## config.mk

```make
export PLATFORM = sky130hd
export DESIGN_NAME = ascon_serial_io
export DESIGN_NICKNAME = d
export VERILOG_FILES = /design/src/rtl/ascon_io_pkg.sv /design/src/rtl/ascon_share_shreg.sv /design/src/rtl/ascon_serial_io.sv
export SDC_FILE = /design/constraint.sdc
export NUM_CORES = 2
export LEC_CHECK = 0
export BUFFER_PORTS_ARGS = -buffer_cell sky130_fd_sc_hd__clkbuf_2
export CAP_MARGIN = 20
export CORE_AREA = 8 8 463 465
export CTS_CLUSTER_DIAMETER = 200
export DETAILED_ROUTE_END_ITERATION = 8
export DIE_AREA = 0 0 471 473
export PLACE_DENSITY_LB_ADDON = 0.15
export RECOVER_POWER = 100
export SLEW_MARGIN = 20
export SYNTH_ARGS = -nofsm -noshare
export SYNTH_HDL_FRONTEND = slang
export SYNTH_SLANG_ARGS = --single-unit
```

## constraint.sdc

```tcl
create_clock -name clk -period 4 [get_ports clk]
set_clock_uncertainty 0.2 [all_clocks]
set_input_delay 0.6 -clock clk [delete_from_list [all_inputs] [get_ports clk]]
set_output_delay 0.6 -clock clk [all_outputs]
set_load 0.05 [all_outputs]
```

## src/rtl/ascon_io_pkg.sv

```systemverilog
// Shared types and elaboration helpers for the Ascon serial front-end.
package ascon_io_pkg;

  typedef enum logic [1:0] {
    LOAD  = 2'd0,
    START = 2'd1,
    WAIT  = 2'd2,
    DRAIN = 2'd3
  } ioState_e;

  localparam int KEY_BITS   = 128;
  localparam int NONCE_BITS = 128;
  localparam int TAG_BITS   = 128;

  function automatic int maxOf(input int a, input int b);
    return (a > b) ? a : b;
  endfunction

  function automatic int beatCount(input int bits, input int w);
    return bits / w;
  endfunction

  // Width able to hold the value n itself, not just 0..n-1.
  function automatic int cntWidth(input int n);
    return (n <= 1) ? 1 : $clog2(n + 1);
  endfunction

endpackage

```

## src/rtl/ascon_share_shreg.sv

```systemverilog
// Shift register for one SHARES-way shared field; shifts W bits per share per beat,
// accepting only the first ENABLE_BEATS beats after a clear or parallel load.
module ascon_share_shreg
  import ascon_io_pkg::*;
#(
  parameter int LEN          = 128,
  parameter int W            = 1,
  parameter int SHARES       = 1,
  parameter int ENABLE_BEATS = LEN / W
) (
  input  logic                  clk,
  input  logic                  rst,
  input  logic                  clear,
  input  logic                  shiftEn,
  input  logic                  loadEn,
  input  logic [SHARES*LEN-1:0] loadVal,
  input  logic [SHARES*W-1:0]   dIn,
  output logic [SHARES*LEN-1:0] q
);

  localparam int BW = cntWidth(ENABLE_BEATS);

  logic [BW-1:0]         beatCnt;
  logic                  active;
  logic [SHARES*LEN-1:0] shifted;

  assign active = (beatCnt < BW'(ENABLE_BEATS));

  for (genvar s = 0; s < SHARES; s++) begin : gShare
    if (LEN > W) begin : gShift
      assign shifted[s*LEN +: LEN] = {q[s*LEN +: LEN-W], dIn[s*W +: W]};
    end else begin : gWhole
      assign shifted[s*LEN +: LEN] = dIn[s*W +: W];
    end
  end

  always_ff @(posedge clk or negedge rst) begin
    if (!rst) begin
      q       <= '0;
      beatCnt <= '0;
    end else if (clear) begin
      q       <= '0;
      beatCnt <= '0;
    end else if (loadEn) begin
      q       <= loadVal;
      beatCnt <= '0;
    end else if (shiftEn && active) begin
      q       <= shifted;
      beatCnt <= beatCnt + 1'b1;
    end
  end

endmodule

```

## src/rtl/ascon_serial_io.sv

```systemverilog
// Flow-controlled, share-preserving serial front-end around the Ascon core:
// deserialise shared inputs, pulse core_start, then stream ciphertext and tag out.
//
// state | meaning
// LOAD  | accepting input beats (in_ready=1)
// START | one-cycle core launch pulse, busy counter cleared
// WAIT  | counting core latency until core_done
// DRAIN | streaming ct/tag beats under out_ready back-pressure
module ascon_serial_io
  import ascon_io_pkg::*;
#(
  parameter int K      = 128,
  parameter int L      = 40,
  parameter int Y      = 40,
  parameter int W      = 1,
  parameter int SHARES = 3,
  parameter int CW     = 16
) (
  input  logic                         clk,
  input  logic                         rst,
  input  logic                         abort,
  input  logic                         in_valid,
  output logic                         in_ready,
  input  logic [SHARES*W-1:0]          key_in,
  input  logic [SHARES*W-1:0]          nonce_in,
  input  logic [SHARES*W-1:0]          ad_in,
  input  logic [SHARES*W-1:0]          pt_in,
  output logic [SHARES*K-1:0]          core_key,
  output logic [SHARES*NONCE_BITS-1:0] core_nonce,
  output logic [SHARES*L-1:0]          core_ad,
  output logic [SHARES*Y-1:0]          core_pt,
  output logic                         core_start,
  input  logic                         core_done,
  input  logic [Y-1:0]                 core_ct,
  input  logic [TAG_BITS-1:0]          core_tag,
  output logic                         out_valid,
  input  logic                         out_ready,
  output logic [W-1:0]                 ct_out,
  output logic [W-1:0]                 tag_out,
  output logic                         out_last,
  output logic [CW-1:0]                busy_cycles
);

  if ((K % W) != 0 || (NONCE_BITS % W) != 0 || (L % W) != 0 || (Y % W) != 0) begin : gBadWidth
    $error("ascon_serial_io: W=%0d must divide K=%0d, 128, L=%0d and Y=%0d", W, K, L, Y);
  end
  if (SHARES < 1 || SHARES > 3) begin : gBadShares
    $error("ascon_serial_io: SHARES=%0d outside 1..3", SHARES);
  end

  localparam int NIN  = beatCount(maxOf(maxOf(K, NONCE_BITS), maxOf(L, Y)), W);
  localparam int NOUT = beatCount(maxOf(Y, TAG_BITS), W);
  localparam int INW  = cntWidth(NIN);
  localparam int OUTW = cntWidth(NOUT);

  ioState_e          state, nextState;
  logic [INW-1:0]    inCnt;
  logic [OUTW-1:0]   outCnt;
  logic              inAccept, outAccept, loadOut, clearRegs;
  logic [CW-1:0]     busyInc1, busyInc2;
  logic [Y-1:0]      ctReg;
  logic [TAG_BITS-1:0] tagReg;

  always_ff @(posedge clk or negedge rst) begin
    if (!rst) state <= LOAD;
    else      state <= nextState;
  end

  always_comb begin
    nextState = state;
    inAccept  = 1'b0;
    outAccept = 1'b0;
    loadOut   = 1'b0;
    clearRegs = 1'b0;
    case (state)
      LOAD: begin
        if (in_valid) begin
          inAccept = 1'b1;
          if (inCnt == INW'(NIN - 1)) nextState = START;
        end
      end
      START: nextState = WAIT;
      WAIT: begin
        if (core_done) begin
          loadOut   = 1'b1;
          nextState = DRAIN;
        end
      end
      DRAIN: begin
        if (out_ready) begin
          outAccept = 1'b1;
          if (outCnt == OUTW'(NOUT - 1)) begin
            clearRegs = 1'b1;
            nextState = LOAD;
          end
        end
      end
      default: nextState = LOAD;
    endcase
    // abort overrides everything; suppressing the LOAD->START step is what cancels the launch
    if (abort) begin
      nextState = LOAD;
      inAccept  = 1'b0;
      outAccept = 1'b0;
      loadOut   = 1'b0;
      clearRegs = 1'b1;
    end
  end

  assign in_ready   = (state == LOAD);
  assign core_start = (state == START);
  assign out_valid  = (state == DRAIN);
  assign out_last   = (state == DRAIN) && (outCnt == OUTW'(NOUT - 1));

  always_ff @(posedge clk or negedge rst) begin
    if (!rst) begin
      inCnt  <= '0;
      outCnt <= '0;
    end else if (clearRegs) begin
      inCnt  <= '0;
      outCnt <= '0;
    end else begin
      if (inAccept)  inCnt  <= (inCnt == INW'(NIN - 1)) ? '0 : inCnt + 1'b1;
      if (outAccept) outCnt <= outCnt + 1'b1;
    end
  end

  // The done cycle counts twice so the total spans START through done inclusive.
  assign busyInc1 = (&busy_cycles) ? busy_cycles : busy_cycles + 1'b1;
  assign busyInc2 = (&busyInc1) ? busyInc1 : busyInc1 + 1'b1;

  always_ff @(posedge clk or negedge rst) begin
    if (!rst) begin
      busy_cycles <= '0;
    end else if (!abort) begin
      if (state == START)     busy_cycles <= '0;
      else if (state == WAIT) busy_cycles <= core_done ? busyInc2 : busyInc1;
    end
  end

  ascon_share_shreg #(.LEN(K), .W(W), .SHARES(SHARES), .ENABLE_BEATS(K / W)) uKey (
    .clk(clk), .rst(rst), .clear(clearRegs), .shiftEn(inAccept), .loadEn(1'b0),
    .loadVal('0), .dIn(key_in), .q(core_key)
  );

  ascon_share_shreg #(.LEN(NONCE_BITS), .W(W), .SHARES(SHARES), .ENABLE_BEATS(NONCE_BITS / W)) uNonce (
    .clk(clk), .rst(rst), .clear(clearRegs), .shiftEn(inAccept), .loadEn(1'b0),
    .loadVal('0), .dIn(nonce_in), .q(core_nonce)
  );

  ascon_share_shreg #(.LEN(L), .W(W), .SHARES(SHARES), .ENABLE_BEATS(L / W)) uAd (
    .clk(clk), .rst(rst), .clear(clearRegs), .shiftEn(inAccept), .loadEn(1'b0),
    .loadVal('0), .dIn(ad_in), .q(core_ad)
  );

  ascon_share_shreg #(.LEN(Y), .W(W), .SHARES(SHARES), .ENABLE_BEATS(Y / W)) uPt (
    .clk(clk), .rst(rst), .clear(clearRegs), .shiftEn(inAccept), .loadEn(1'b0),
    .loadVal('0), .dIn(pt_in), .q(core_pt)
  );

  // Output registers shift zeros in, so each stream reads 0 once exhausted.
  ascon_share_shreg #(.LEN(Y), .W(W), .SHARES(1), .ENABLE_BEATS(Y / W)) uCtOut (
    .clk(clk), .rst(rst), .clear(clearRegs), .shiftEn(outAccept), .loadEn(loadOut),
    .loadVal(core_ct), .dIn('0), .q(ctReg)
  );

  ascon_share_shreg #(.LEN(TAG_BITS), .W(W), .SHARES(1), .ENABLE_BEATS(TAG_BITS / W)) uTagOut (
    .clk(clk), .rst(rst), .clear(clearRegs), .shiftEn(outAccept), .loadEn(loadOut),
    .loadVal(core_tag), .dIn('0), .q(tagReg)
  );

  assign ct_out  = ctReg[Y-1 -: W];
  assign tag_out = tagReg[TAG_BITS-1 -: W];

endmodule
```

==> results.ini <==
[hold_path]
hold_path_class=in -> reg
hold_path_end=outCnt[1]$_DFFE_PN0P_
min_path_cells=3
hp-start=abort

[clocking]
path_clk_slew_ps=50
cts_buffers=153
htree_levels=4
post_cts_buffers=0
clock_latency_ps=810
clockRootBuffer=clkbuf_16
cts_tree=done
clk_path_buf_depth=3
cts_sinks=1252

[final_layout]
drive_above_1_share_pct=7.63
mostFrequentLayoutCell=nand2_1
area_delta_synth_final_pct=28.8
final_cell_mix=nand2_1 (2,253), dfrtp_1 (1,252), a21oi_1 (1,181)
fin_nets=7261

[synth]
synthFlopType=dfrtp_1
netlist.top_cell.by_area=dfrtp_1
syn_area_um2=51300
syn_nets=6018
postSynth.asyncResetShare_pct=100
ys_ff_latch=1252
netlist_instances=5816
synth_area_per_cell_um2=8.83
synth.top_cell.area_share_pct=61.0
yosysWarnings=0
synth_edf_count=0
yosys.cell_types.count=64
ys_seq_area_share_pct=61.0
synthTopCellsByArea=dfrtp_1 (61%), nand2_1 (16%), a21oi_1 (12%)

[route]
firstDrtPassIters=5
viasPerCell=4.63
drt_wl_total_mm=212
final_antenna_net_count=0
drc=0
wl_per_cell_um=21.4
drt_iter0_drc=3996
vias=45934

[floorplan]
num_rows=167
ioPinCount=1216
die_area_um2=223000
start_util_pct=24.9
die_y_um=473
die_width_um=471
core-area_um2=206000

[worst_setup_path]
reg2regPathDepth=14
required_ps=4460
crit-reg2reg-launch=busy_cycles[1]$_DFFE_PN0P_
cp-start-kind=flop
reg2reg_slack_ps=410
worstPathArrival_ps=4050
crit_type=reg -> reg
end_kind=flop
r2r_end=busy_cycles[3]$_DFFE_PN0P_
crit_fanout=16

[status]
status=finished, violations left
violations=max-capacitance violations, max-slew violations

[sta]
hold_viol_final=0
slew_headroom_pct=-55.2
max_freq_ghz=0.279
drv_slew=941
rsz0062_at_grt=no
tightest_slew_ps=2330
fin_crit_sh_pct=89.7
finalSetupViolations=0
setup_tns_ps=0
period_minus_slack_ps=3590

[placement]
post-dp-hpwl_mm=152
globalplace.congestion=0.845
portBuffers=1215

[global_routing]
first_global_vias=45370
grt_max_degree=145
antenna_found_initial=53
overflow=0
grt_pass1_wl_mm=313
grtUsageTotal_pct=18.1

[power]
power_mw=28.6
p_leak_nw=26.8
p_per_area_nw_per_um2=432
ir_worst_vdd_mv=0.423

[job]
drv_cap=14

## what timing repair did
action,CTS,global route
resized for setup,0,0
hold endpoints to repair,241,0
endpoints found under the setup margin,0,0
hold buffers,181,0
## power by group
part,switching [mW],internal [mW]
combinational,1.10,0.361
sequential,0.0687,12.8
clock,5.83,8.41
## kinds of logic after synthesis
family          after synthesis  synth area share (%)
xor+xnor                     50                 0.853
compound gates             1420                  14.2
flops                      1252                  61.0
simple gates               2606                  19.7
mux                          26                 0.507
fa+ha+maj                    16                 0.390
buf+inv                     446                  3.32
## through the flow
stage                     hold WS [ps]  std cells  setup slack (ps)  cell area [µm²]  util, %
after detailed placement           280       9427               545            60800     29.4
after CTS                        0.364       9884               539            67700     32.8
final                             66.7       9922               410            66100     32.0
after global routing              26.6       9910               143            66100     32.0
after global placement             268       9427               544            60800     29.4
after floorplan                    104       5816               453            51300        -
## state kept, by name, summed over array words and instances (netlist names), 16 cells and up
| signal | cells |
|---|---|
| uAd.q | 120 |
| uKey.q | 384 |
| uPt.q | 120 |
| uCtOut.q | 40 |
| uTagOut.q | 128 |
| busy_cycles | 16 |
| uNonce.q | 384 |
## layout make-up
| cell class | count | area, µm² |
|---|---|---|
| Multi-Input combinational cell | 4118 | 18400 |
| Sequential cell | 1252 | 31300 |
| Clock buffer | 222 | 4490 |
| Inverter | 10 | 37.5 |
| Antenna cell | 38 | 95.1 |
| Fill cell | 22367 | 140000 |
| Clock inverter | 54 | 652 |
| Timing Repair Buffer | 1524 | 7770 |
| Tap cell | 2704 | 3380 |
## routing by layer
metal  global-route usage (%)  routed length [µm]
met3                     6.28               17000
met5                        0                 207
met2                     29.4               99700
met4                     5.16                5910
met1                     23.0               89200
## how the worst max path moves through the flow
| stage | startpoint | end | slack [ps] |
|---|---|---|---|
| floorplan | busy_cycles[1]$_DFFE_PN0P_ | busy_cycles[6]$_DFFE_PN0P_ | 450 |
| global placement | busy_cycles[1]$_DFFE_PN0P_ | busy_cycles[3]$_DFFE_PN0P_ | 540 |
| detailed placement | busy_cycles[1]$_DFFE_PN0P_ | busy_cycles[3]$_DFFE_PN0P_ | 540 |
| CTS | busy_cycles[1]$_DFFE_PN0P_ | busy_cycles[3]$_DFFE_PN0P_ | 540 |
| global route | busy_cycles[1]$_DFFE_PN0P_ | busy_cycles[3]$_DFFE_PN0P_ | 140 |
| finish | busy_cycles[1]$_DFFE_PN0P_ | busy_cycles[3]$_DFFE_PN0P_ | 410 |
## synth_stat cells, types with 17 or more instances
library cell,n
nand2_1,2255
dfrtp_1,1252
a21oi_1,1181
clkbuf_1,404
nor2_1,230
o21ai_0,178
xor2_1,33
mux2i_1,26
nand3_1,26
buf_1,22
xnor2_1,17
## worst max-delay path: stages (launching register included)
cell and delay, ps:
dfrtp_1 520, ha_1 410, inv_1 130, nor2_1 250
nand3_2 130, buf_4 220, nand2_1 90, nand2_1 80
ha_1 220, nand2_1 70, or2_0 150, nand3b_1 310
nor2_1 170, o2111a_1 270, a221o_1 250
Note: power is estimated with default switching activity, not from simulation.
